`src/rtl/hier_icache_flush_seq.sv`:
```
// Hierarchical instruction-cache flush sequencer: flushes all L2 banks, then the selected L1 caches.
// Optional per-phase watchdog enabled by defining HIER_ICACHE_FLUSH_SEQ_TIMEOUT_EN.
module hier_icache_flush_seq #(
    parameter int NB_CACHE_BANKS = 4,
    parameter int NB_CORES       = 9,
    parameter int TIMEOUT_CYCLES = 1024
) (
    input  logic                      clk_i,
    input  logic                      rst_i,
    input  logic                      cmd_valid_i,
    output logic                      cmd_ready_o,
    input  logic                      cmd_sel_i,
    input  logic [31:0]               cmd_addr_i,
    input  logic [NB_CORES-1:0]       cmd_core_mask_i,
    output logic                      busy_o,
    output logic                      done_o,
    output logic                      err_o,
    output logic [NB_CACHE_BANKS-1:0] l2_flush_req_o,
    output logic [NB_CACHE_BANKS-1:0] l2_sel_flush_req_o,
    input  logic [NB_CACHE_BANKS-1:0] l2_flush_ack_i,
    input  logic [NB_CACHE_BANKS-1:0] l2_sel_flush_ack_i,
    output logic [NB_CORES-1:0]       l1_flush_req_o,
    output logic [NB_CORES-1:0]       l1_sel_flush_req_o,
    input  logic [NB_CORES-1:0]       l1_flush_ack_i,
    input  logic [NB_CORES-1:0]       l1_sel_flush_ack_i,
    output logic [31:0]               sel_flush_addr_o
);

    typedef enum logic [1:0] {
        IDLE  = 2'd0,
        L2_PH = 2'd1,
        L1_PH = 2'd2,
        DONE  = 2'd3
    } state_t;

    state_t                    state_r, state_s;
    logic                      sel_r, sel_s;
    logic [31:0]               addr_r, addr_s;
    logic [NB_CORES-1:0]       mask_r, mask_s;
    logic [NB_CACHE_BANKS-1:0] l2_pend_r, l2_pend_s;
    logic [NB_CORES-1:0]       l1_pend_r, l1_pend_s;
    logic                      err_r, err_s;
    logic                      timeout_s;
    logic [NB_CACHE_BANKS-1:0] l2_ack_s;
    logic [NB_CORES-1:0]       l1_ack_s;

    // Only the bus matching the latched command type can retire pending targets.
    assign l2_ack_s = sel_r ? l2_sel_flush_ack_i : l2_flush_ack_i;
    assign l1_ack_s = sel_r ? l1_sel_flush_ack_i : l1_flush_ack_i;

`ifdef HIER_ICACHE_FLUSH_SEQ_TIMEOUT_EN
    localparam int CNT_W = $clog2(TIMEOUT_CYCLES + 1);
    logic [CNT_W-1:0] cnt_r;

    // Phase watchdog: restarts on every state change, idles outside the two phases.
    always_ff @(posedge clk_i) begin
        if (rst_i) begin
            cnt_r <= '0;
        end else if ((state_s != state_r) || (state_r == IDLE) || (state_r == DONE)) begin
            cnt_r <= '0;
        end else begin
            cnt_r <= cnt_r + 1'b1;
        end
    end

    // Firing one count early lands DONE exactly TIMEOUT_CYCLES after phase entry.
    assign timeout_s = (cnt_r == CNT_W'(TIMEOUT_CYCLES - 1));
`else
    assign timeout_s = 1'b0;
    if (TIMEOUT_CYCLES < 1) begin : g_timeout_cfg_unused
    end
`endif

    // Sequencer state and command/pending registers.
    always_ff @(posedge clk_i) begin
        if (rst_i) begin
            state_r   <= IDLE;
            sel_r     <= 1'b0;
            addr_r    <= 32'h0;
            mask_r    <= '0;
            l2_pend_r <= '0;
            l1_pend_r <= '0;
            err_r     <= 1'b0;
        end else begin
            state_r   <= state_s;
            sel_r     <= sel_s;
            addr_r    <= addr_s;
            mask_r    <= mask_s;
            l2_pend_r <= l2_pend_s;
            l1_pend_r <= l1_pend_s;
            err_r     <= err_s;
        end
    end

    // Next-state logic; phase exit looks at the post-ack pending set so same-cycle acks advance at once.
    always_comb begin
        state_s   = state_r;
        sel_s     = sel_r;
        addr_s    = addr_r;
        mask_s    = mask_r;
        l2_pend_s = l2_pend_r;
        l1_pend_s = l1_pend_r;
        err_s     = err_r;
        case (state_r)
            IDLE: begin
                err_s = 1'b0;
                if (cmd_valid_i) begin
                    sel_s     = cmd_sel_i;
                    addr_s    = cmd_addr_i;
                    mask_s    = cmd_core_mask_i;
                    l2_pend_s = '1;
                    state_s   = L2_PH;
                end else begin
                    state_s = IDLE;
                end
            end
            L2_PH: begin
                l2_pend_s = l2_pend_r & ~l2_ack_s;
                if (l2_pend_s == '0) begin
                    l1_pend_s = mask_r;
                    state_s   = (mask_r == '0) ? DONE : L1_PH;
                end else if (timeout_s) begin
                    l2_pend_s = '0;
                    err_s     = 1'b1;
                    state_s   = DONE;
                end else begin
                    state_s = L2_PH;
                end
            end
            L1_PH: begin
                l1_pend_s = l1_pend_r & ~l1_ack_s;
                if (l1_pend_s == '0) begin
                    state_s = DONE;
                end else if (timeout_s) begin
                    l1_pend_s = '0;
                    err_s     = 1'b1;
                    state_s   = DONE;
                end else begin
                    state_s = L1_PH;
                end
            end
            DONE: begin
                err_s   = 1'b0;
                addr_s  = 32'h0;
                state_s = IDLE;
            end
            default: begin
                l2_pend_s = '0;
                l1_pend_s = '0;
                err_s     = 1'b0;
                state_s   = IDLE;
            end
        endcase
    end

    assign cmd_ready_o        = (state_r == IDLE);
    assign busy_o             = (state_r != IDLE);
    assign done_o             = (state_r == DONE);
    assign err_o              = err_r;
    assign sel_flush_addr_o   = addr_r;
    assign l2_flush_req_o     = sel_r ? '0 : l2_pend_r;
    assign l2_sel_flush_req_o = sel_r ? l2_pend_r : '0;
    assign l1_flush_req_o     = sel_r ? '0 : l1_pend_r;
    assign l1_sel_flush_req_o = sel_r ? l1_pend_r : '0;

endmodule

```
`config.mk`:
```
export PLATFORM = sky130hd
export DESIGN_NAME = hier_icache_flush_seq
export DESIGN_NICKNAME = d
export VERILOG_FILES = /design/src/rtl/hier_icache_flush_seq.sv
export SDC_FILE = /design/constraint.sdc
export NUM_CORES = 1
export LEC_CHECK = 0
export CORE_UTILIZATION = 40
export CTS_CLUSTER_SIZE = 10
export DETAILED_ROUTE_END_ITERATION = 7
export PLACE_DENSITY = 0.78
export SYNTH_ARGS = -nofsm -noshare
export SYNTH_HDL_FRONTEND = slang
export SYNTH_SLANG_ARGS = --single-unit
```
`constraint.sdc`:
```
create_clock -name clk_i -period 2.05 [get_ports clk_i]
set_input_delay 0.615 -clock clk_i [delete_from_list [all_inputs] [get_ports clk_i]]
set_output_delay 0.615 -clock clk_i [all_outputs]
set_load 0.01 [all_outputs]
```
[Word level (Yosys, flattened, before mapping)]
Index checks and enable logic that the tools add are counted.
Word-level totals
  bits of input ports: 71
  logic and storage cells: 48
  output and inout port bits: 62
  register bits after elaboration: 58
Cells by class
  eq/ne operators: 5
  reduce and logical (&&, ||, !) cells: 14
  bitwise operators: 4
  muxes and demuxes: 18
Operators by type and width (count)
  $pmux W32 S2: 1
  $mux W9: 4
  $mux W32: 1
  $logic_not A9 Y1: 2
  $pmux W9 S2: 1
  $mux W4: 4
  $and A9 B9 Y9: 1
  $not A9 Y9: 1
  $pmux W2 S4: 1
  $pmux W4 S2: 1
  $reduce_and A2 Y1: 4
  $reduce_bool A2 Y1: 4
  $and A4 B4 Y4: 1
  $eq A2 B2 Y1 const B: 2
  $logic_not A4 Y1: 1
  $mux W1: 4
  $ne A2 B2 Y1 const B: 2
  $not A4 Y4: 1
  $reduce_or A2 Y1: 2
  $eq A2 B1 Y1 const B: 1
  $logic_not A2 Y1: 1
  $mux W2: 1

[Logic depth before layout (Yosys ltp)]
Gate-level depths: netlist of run 1.
  word-level depth: 6
  depth in mapped cells: 7
  mapped depth without buffers: 4

[Least setup slack after synthesis of run 1]
No wires, ideal clock.
  path type: register -> output
  from: register sel_r
  to: output l2_sel_flush_req_o[0]
  stages on the path, launching flop included: 6
  data required time: 1435 ps
  path slack: 234 ps
  arrival time: 1201 ps
  cell sequence: dfxtp_1 buf_6 buf_12 buf_2 clkbuf_1 and2_1
On the way
  word-level cells in the longest chain between the ends: 1
RTL lines
  from (decl): RTL line 37  | logic sel_r, sel_s;
  from (signal assigned): RTL line 86  | sel_r <= sel_s;
  $mux W4: RTL line 162  | assign l2_sel_flush_req_o = sel_r ? l2_pend_r : '0;
  to (decl): RTL line 19  | output logic [NB_CACHE_BANKS-1:0] l2_sel_flush_req_o,
No other way between the ends.

==> results of run 1 <==
-- path summary, 6_finish.rpt --
| check | startpoint | end | slack [ns] | cells after the start |
|---|---|---|---|---|
| hold reg to reg | sel_flush_addr_o[28] | sel_flush_addr_o[28] | 0.46 | 2 |
| hold / removal | sel_flush_addr_o[28] | sel_flush_addr_o[28] | 0.46 | 2 |
| setup / recovery | flop | cmd_ready_o | 0.07 | 2 |
| setup reg to reg | sel_r | l1_pend_r[6] | 0.22 | 6 |
-- per-stage QoR --
step / setup slack (ns) / hold slack, ns / utilization [%] / cells / setup TNS [ns]
2_1_floorplan: 0.2336 / 0.4491 / - / 320 / 0
3_3_place_gp: -0.09256 / 0.4532 / 63.00 / 514 / -0.6359
3_5_place_dp: -0.1410 / 0.4604 / 63.00 / 514 / -0.9116
4_1_cts: 0.02034 / 0.4677 / 65.97 / 531 / 0
5_1_grt: 0.01255 / 0.4814 / 65.95 / 531 / 0
6_report: 0.07212 / 0.4643 / 65.95 / 531 / 0
-- critical path, cell delays in order, from the launching register on --
cell             delay, ns
dfxtp_2               0.34
nor2_4                0.15
clkdlybuf4s50_1       0.55
-- flip-flops by register name, indices dropped and copies added, names as in the netlist, named ones only --
signal,count
sel_r,1
l1_pend_r,9
state_r,1
mask_r,9
l2_pend_r,4
sel_flush_addr_o,32
-- power groups by stage --
| stage | Clock [mW] | Combinational [mW] | Sequential (mW) |
|---|---|---|---|
| 3_5_place_dp | 0 | 1.43 | 1.47 |
| 3_3_place_gp | 0 | 1.42 | 1.46 |
| 5_1_grt | 0.992 | 1.54 | 1.49 |
| 4_1_cts | 0.942 | 1.41 | 1.46 |
| 6_report | 0.930 | 1.40 | 1.46 |
| 2_1_floorplan | 0 | 0.740 | 1.47 |
-- logic make-up (layout without fill, tap and decap cells) --
| group | after synthesis | in the layout | synth area share, % |
|---|---|---|---|
| other | 1 | 1 | 0.1433 |
| and+or+nand+nor | 133 | 133 | 24.62 |
| buffers and inverters | 30 | 164 | 5.880 |
| AOI/OAI and AO/OA | 85 | 85 | 19.93 |
| muxes | 14 | 14 | 5.831 |
| DFF | 57 | 57 | 43.59 |
-- cells in the mapped netlist, drive strengths merged --
cell | instances | area (sq um)
a21o | 1 | 7.510
buf | 11 | 82.58
dfxtp | 57 | 1141
and2b | 1 | 7.510
clkbuf | 16 | 60.06
mux2i | 14 | 152.6
a31oi | 1 | 6.260
nand2 | 58 | 217.7
o211ai | 2 | 15.01
nand4 | 2 | 12.51
a22oi | 6 | 63.81
and2 | 14 | 87.58
nor2 | 5 | 18.77
o21ai | 12 | 60.06
conb | 1 | 3.750
nor4 | 1 | 6.260
a32o | 1 | 10.01
nor2b | 14 | 87.58
nand2b | 1 | 6.260
nor3 | 1 | 5.000
and3 | 1 | 11.26
o221a | 7 | 78.83
a21boi | 1 | 7.510
inv | 3 | 11.26
nand3 | 34 | 175.2
and4 | 1 | 8.760
a211oi | 1 | 7.510
a21oi | 53 | 265.3
-- layout make-up --
class	count	area [sq um]	area share (%)
Timing Repair Buffer	145	1425	34.03
Multi-Input combinational cell	233	1330	31.76
Sequential cell	57	1150	27.46
Clock buffer	14	162.7	3.884
Tap cell	77	96.34	2.301
Clock inverter	2	12.51	0.2988
Inverter	3	11.26	0.2689
-- layer usage --
metal	up-vias	global-route usage, %	part of all wire (%)
met5	-	0	0
met4	0	7.053	0.61
met3	7	6.163	9.3
met2	136	35.99	48
met1	1208	25.84	42
li1	1365	-	-
-- timing repair --
action / 4_1_cts / 5_1_grt
gates resized for setup: 32 / 7
gates cloned: 1 / 0
setup endpoints to repair: 29 / 4
==> key figures, run 1 <==
STA
  • Slew Limit Fails: 0
  • RSZ-0062 raised after global routing: false
  • Tcrit/Tclk final: 96.48%
  • Endpoints failing hold: 0
  • Fmax: 505.6 MHz
  • Clk_skew: 0.003891 ns
  • Final setup viols: 0
  • Final Critical Period: 1.978 ns

CTS
  • Clock sink count: 57
  • Clk buf depth: 2
  • Hold_buf cts: 0
  • Worst-Skew Late Latency: 0.32 ns
  • Clk root buf: clkbuf_8
  • TritonCTS buffer count: 9
  • Post-CTS Setup Inserts: 0
  • CTS tree: built
  • Clock-pin transition on the worst setup and hold timing paths: 0.06 ns
  • CTS H-tree lvls: 3

Placed design
  • Post-DP HPWL: 5182 microns
  • Gpl congestion: 0.8238
  • # port buffers: 131
  • Post-DP Area: 4000 sq um

GRT
  • Number of global-route vias before repair: 2525
  • Initial antenna violation count: 0
  • All-layer global routing usage: 21.27%
  • Largest net degree at the start of global routing: 35
  • Total gr overflow: 0
  • First-pass GRT wire length: 12060 microns

Synthesis
  • Mapped Cells: 320
  • Synth Cell Area: 2618 sq um
  • Yosys cell types: 36
  • #FFs+latches synth: 57
  • Mean post-synth cell area: 8.180 sq um
  • Sequential element share of the synthesized area: 43.59%
  • Synthesis warning total: 0
  • Post-Synthesis Net Count: 391

Cells and area
  • Most common cell after layout, fill and taps aside: clkdlybuf4s50_1
  • Post-route cell area: 4188 sq um
  • Fillers: 534
  • Syn-to-layout area delta: 59.99%
  • Ant diodes: 0
  • Nets@finish: 520
  • Most frequent cells in the layout: 103 x clkdlybuf4s50_1, 58 x nand2_1, 54 x dfxtp_1
  • Share of layout cells above drive strength 1: 8.590%

Routing
  • DRT Wirelength: 7407 microns
  • First DRT Iteration DRCs: 86
  • TritonRoute pass-1 iters: 7
  • Via count: 2716
  • DRT antenna net count: 0
  • DRC violations left: 0
  • WL/cell: 13.95 microns
  • DR vias/cell: 5.115

Pwr
  • Int Pwr: 2.540 mW
  • Combinational share of power: 37.0%
  • Switch share: 33.10%
  • P_sw: 1.257 mW
  • Clk pwr share: 24.5%
  • Tot Pwr: 3.797 mW
  • Static Leakage: 1.683 nW
  • PwrDens: 906.7 nW/um^2
  • Reg power frac: 38.5%
  • Worst VDD drop: 0.6531 mV

Setup path
  • Crit Path Class: flop to primary output
  • Crit path required time: 1.43 ns
  • Startpoint Class: flop
  • Data arrival, critical path: 1.36 ns
  • Crit end category: primary output
  • Max FO, Critical Path: 4

Floorplan
  • Die height: 82.90 microns
  • Core ar.: 6350 sq um
  • Site row count: 29
  • Starting density of the core: 41.22%
  • Die width: 82.90 microns
  • Die ar.: 6872 sq um
  • Ports: 133

Outcome
  • Status: completed

Hold path
  • Tightest Hold Check Type: flop to flop

Job
  • Max Cap Violations: 0
No activity file was read; power rests on OpenSTA's default activity.
==> inputs of run 2 (changes only) <==
--- a/config.mk
+++ b/config.mk
@@ -5,10 +5,12 @@
 export SDC_FILE = /design/constraint.sdc
 export NUM_CORES = 1
 export LEC_CHECK = 0
-export CORE_UTILIZATION = 40
+export CELL_PAD_IN_SITES_DETAIL_PLACEMENT = 0
+export CELL_PAD_IN_SITES_GLOBAL_PLACEMENT = 1
+export CORE_UTILIZATION = 28
 export CTS_CLUSTER_SIZE = 10
 export DETAILED_ROUTE_END_ITERATION = 7
-export PLACE_DENSITY = 0.78
+export PLACE_DENSITY = 0.79
 export SYNTH_ARGS = -nofsm -noshare
 export SYNTH_HDL_FRONTEND = slang
 export SYNTH_SLANG_ARGS = --single-unit
==> run 2 against run 1 <==
Compared with the run above:
- clock skew about the same
- power grew 2.3%
- sequential power about the same
- utilization is 18 points lower
- worst hold slack about the same
- cell count rose by 5.5%
- setup slack gained 0.0058 ns
- combinational power about the same
- die area increased by 42%
- critical path type unchanged
- critical endpoint is now busy_o
- largest cell class unchanged
==> key figures, run 2 (synthesized netlist as in run 1, its figures left out) <==
Cells and area
  • Post-layout util: 47.66%
  • Max FFs per register: 32
  • Nets@finish: 519
  • Reg area: 1144 sq um
  • Ant diodes: 0
  • Area of the multi-input gates: 1330 sq um
  • Fillers: 891
  • Most frequent cells in the layout: 102 x clkdlybuf4s50_1, 58 x nand2_1, 55 x dfxtp_1
  • Syn-to-layout area delta: 61.90%
  • Share of layout cells above drive strength 1: 7.965%
  • Most common cell after layout, fill and taps aside: clkdlybuf4s50_1

Routing
  • WL/cell: 13.47 microns
  • TritonRoute pass-1 iters: 6
  • DRT antenna net count: 0
  • DRC violations left: 0
  • DR vias/cell: 4.770
  • Via count: 2671
  • DRT Wirelength: 7545 microns
  • First DRT Iteration DRCs: 53

GRT
  • GR Layer Usage met3: 7.801%
  • Total gr overflow: 0
  • Largest net degree at the start of global routing: 40
  • Global route hottest layer: met2
  • Initial antenna violation count: 0
  • Number of global-route vias before repair: 2631
  • First-pass GRT wire length: 12450 microns
  • All-layer global routing usage: 16.02%
  • Met1 usage: 18.93%
  • Met2 Usage GRT: 25.03%

CTS
  • CTS tree: built
  • TritonCTS buffer count: 9
  • Worst-Skew Late Latency: 0.32 ns
  • Clock sink count: 57
  • Clk root buf: clkbuf_8
  • Hold_buf cts: 0
  • Clk buf depth: 2
  • Clock-pin transition on the worst setup and hold timing paths: 0.06 ns
  • CTS H-tree lvls: 3

Floorplan
  • Die ar.: 9739 sq um
  • Site row count: 34
  • Starting density of the core: 29.44%
  • Core ar.: 8891 sq um
  • Die height: 98.69 microns
  • Die width: 98.69 microns
  • Ports: 133

STA
  • RSZ-0062 raised after global routing: false
  • Clk_skew: 0.004083 ns
  • Endpoints failing hold: 0
  • Tcrit/Tclk final: 96.20%
  • Fmax: 507.1 MHz
  • WHS: 0.4645 ns
  • Final setup viols: 0
  • Final worst slack: 0.07795 ns
  • Slew Limit Fails: 0
  • Final Critical Period: 1.972 ns

Pwr
  • Tot Pwr: 3.884 mW
  • PwrDens: 916.5 nW/um^2
  • Worst VDD drop: 0.4911 mV
  • Static Leakage: 1.692 nW

Setup path
  • Data arrival, critical path: 1.36 ns
  • Crit end category: primary output
  • Startpoint Class: flop
  • Crit path required time: 1.43 ns
  • Max FO, Critical Path: 4
  • Crit Path Class: flop to primary output

Placed design
  • Gpl congestion: 0.7601
  • Post-DP HPWL: 5512 microns
  • # port buffers: 131
  • Setup Slack @ Placement: -0.08921 ns

Hold path
  • Tightest Hold Check Type: flop to flop

Job
  • Max Cap Violations: 0

Outcome
  • Status: completed
run 2: cell count changes in the layout (fill, tap and decap cells not counted), sizes merged:
cell	delta
clkbuf	-4
dlygate4sd2	+4
bufbuf	-1
bufinv	+1
clkdlybuf4s15	-1
clkdlybuf4s50	-1
clkinv	+1
clkinvlp	-1
run 2: final cells by class:
class	count	area share (%)
clock buffers	12	3.661
clock inverters	3	0.9448
inverters	3	0.2657
multi-input cells	233	31.38
flip-flops and latches	57	26.99
well taps	108	3.189
repair buffers	144	33.57
run 2: layer usage:
layer | part of all wire, % | vias up | routed length [microns]
li1 | - | 1364 | -
met1 | 43 | 1191 | 3262
met2 | 44 | 110 | 3328
met3 | 12 | 6 | 882
met4 | 0.95 | 0 | 72
met5 | 0 | - | 0
run 2: report_power, final:
group          total (mW)  switching [mW]  internal, mW
Combinational        1.40           0.669         0.731
Clock                1.03           0.410         0.617
Sequential           1.46           0.159          1.30
run 2: worst max-delay path: stages, from the launching register on:
cell             delay (ns)
dfxtp_1                0.40
nor2_4                 0.07
inv_1                  0.05
clkdlybuf4s50_1        0.52
run 2: final timing paths:
kind                         from                   end  slack, ns  cells after the start
max                          flop                busy_o       0.08                      3
min          sel_flush_addr_o[13]  sel_flush_addr_o[13]       0.46                      2
max reg2reg                  flop          l1_pend_r[2]       0.26                      5
min reg2reg  sel_flush_addr_o[13]  sel_flush_addr_o[13]       0.46                      2
run 2: what timing repair did:
| action | CTS | global route |
|---|---|---|
| endpoints found under the hold margin | 0 | 0 |
| cloned | 0 | 0 |
| pin swaps | 0 | 0 |
| setup endpoints to repair | 29 | 1 |
| setup buffers | 0 | 0 |
| resized for setup | 31 | 1 |
run 2: per-stage QoR:
stage                     setup TNS (ns)  std cells  cell area, sq um
after floorplan                        0        320              2618
after global placement           -0.3072        545              4064
after detailed placement         -0.5405        545              4064
after CTS                              0        560              4235
after global routing                   0        560              4238
final                                  0        560              4238
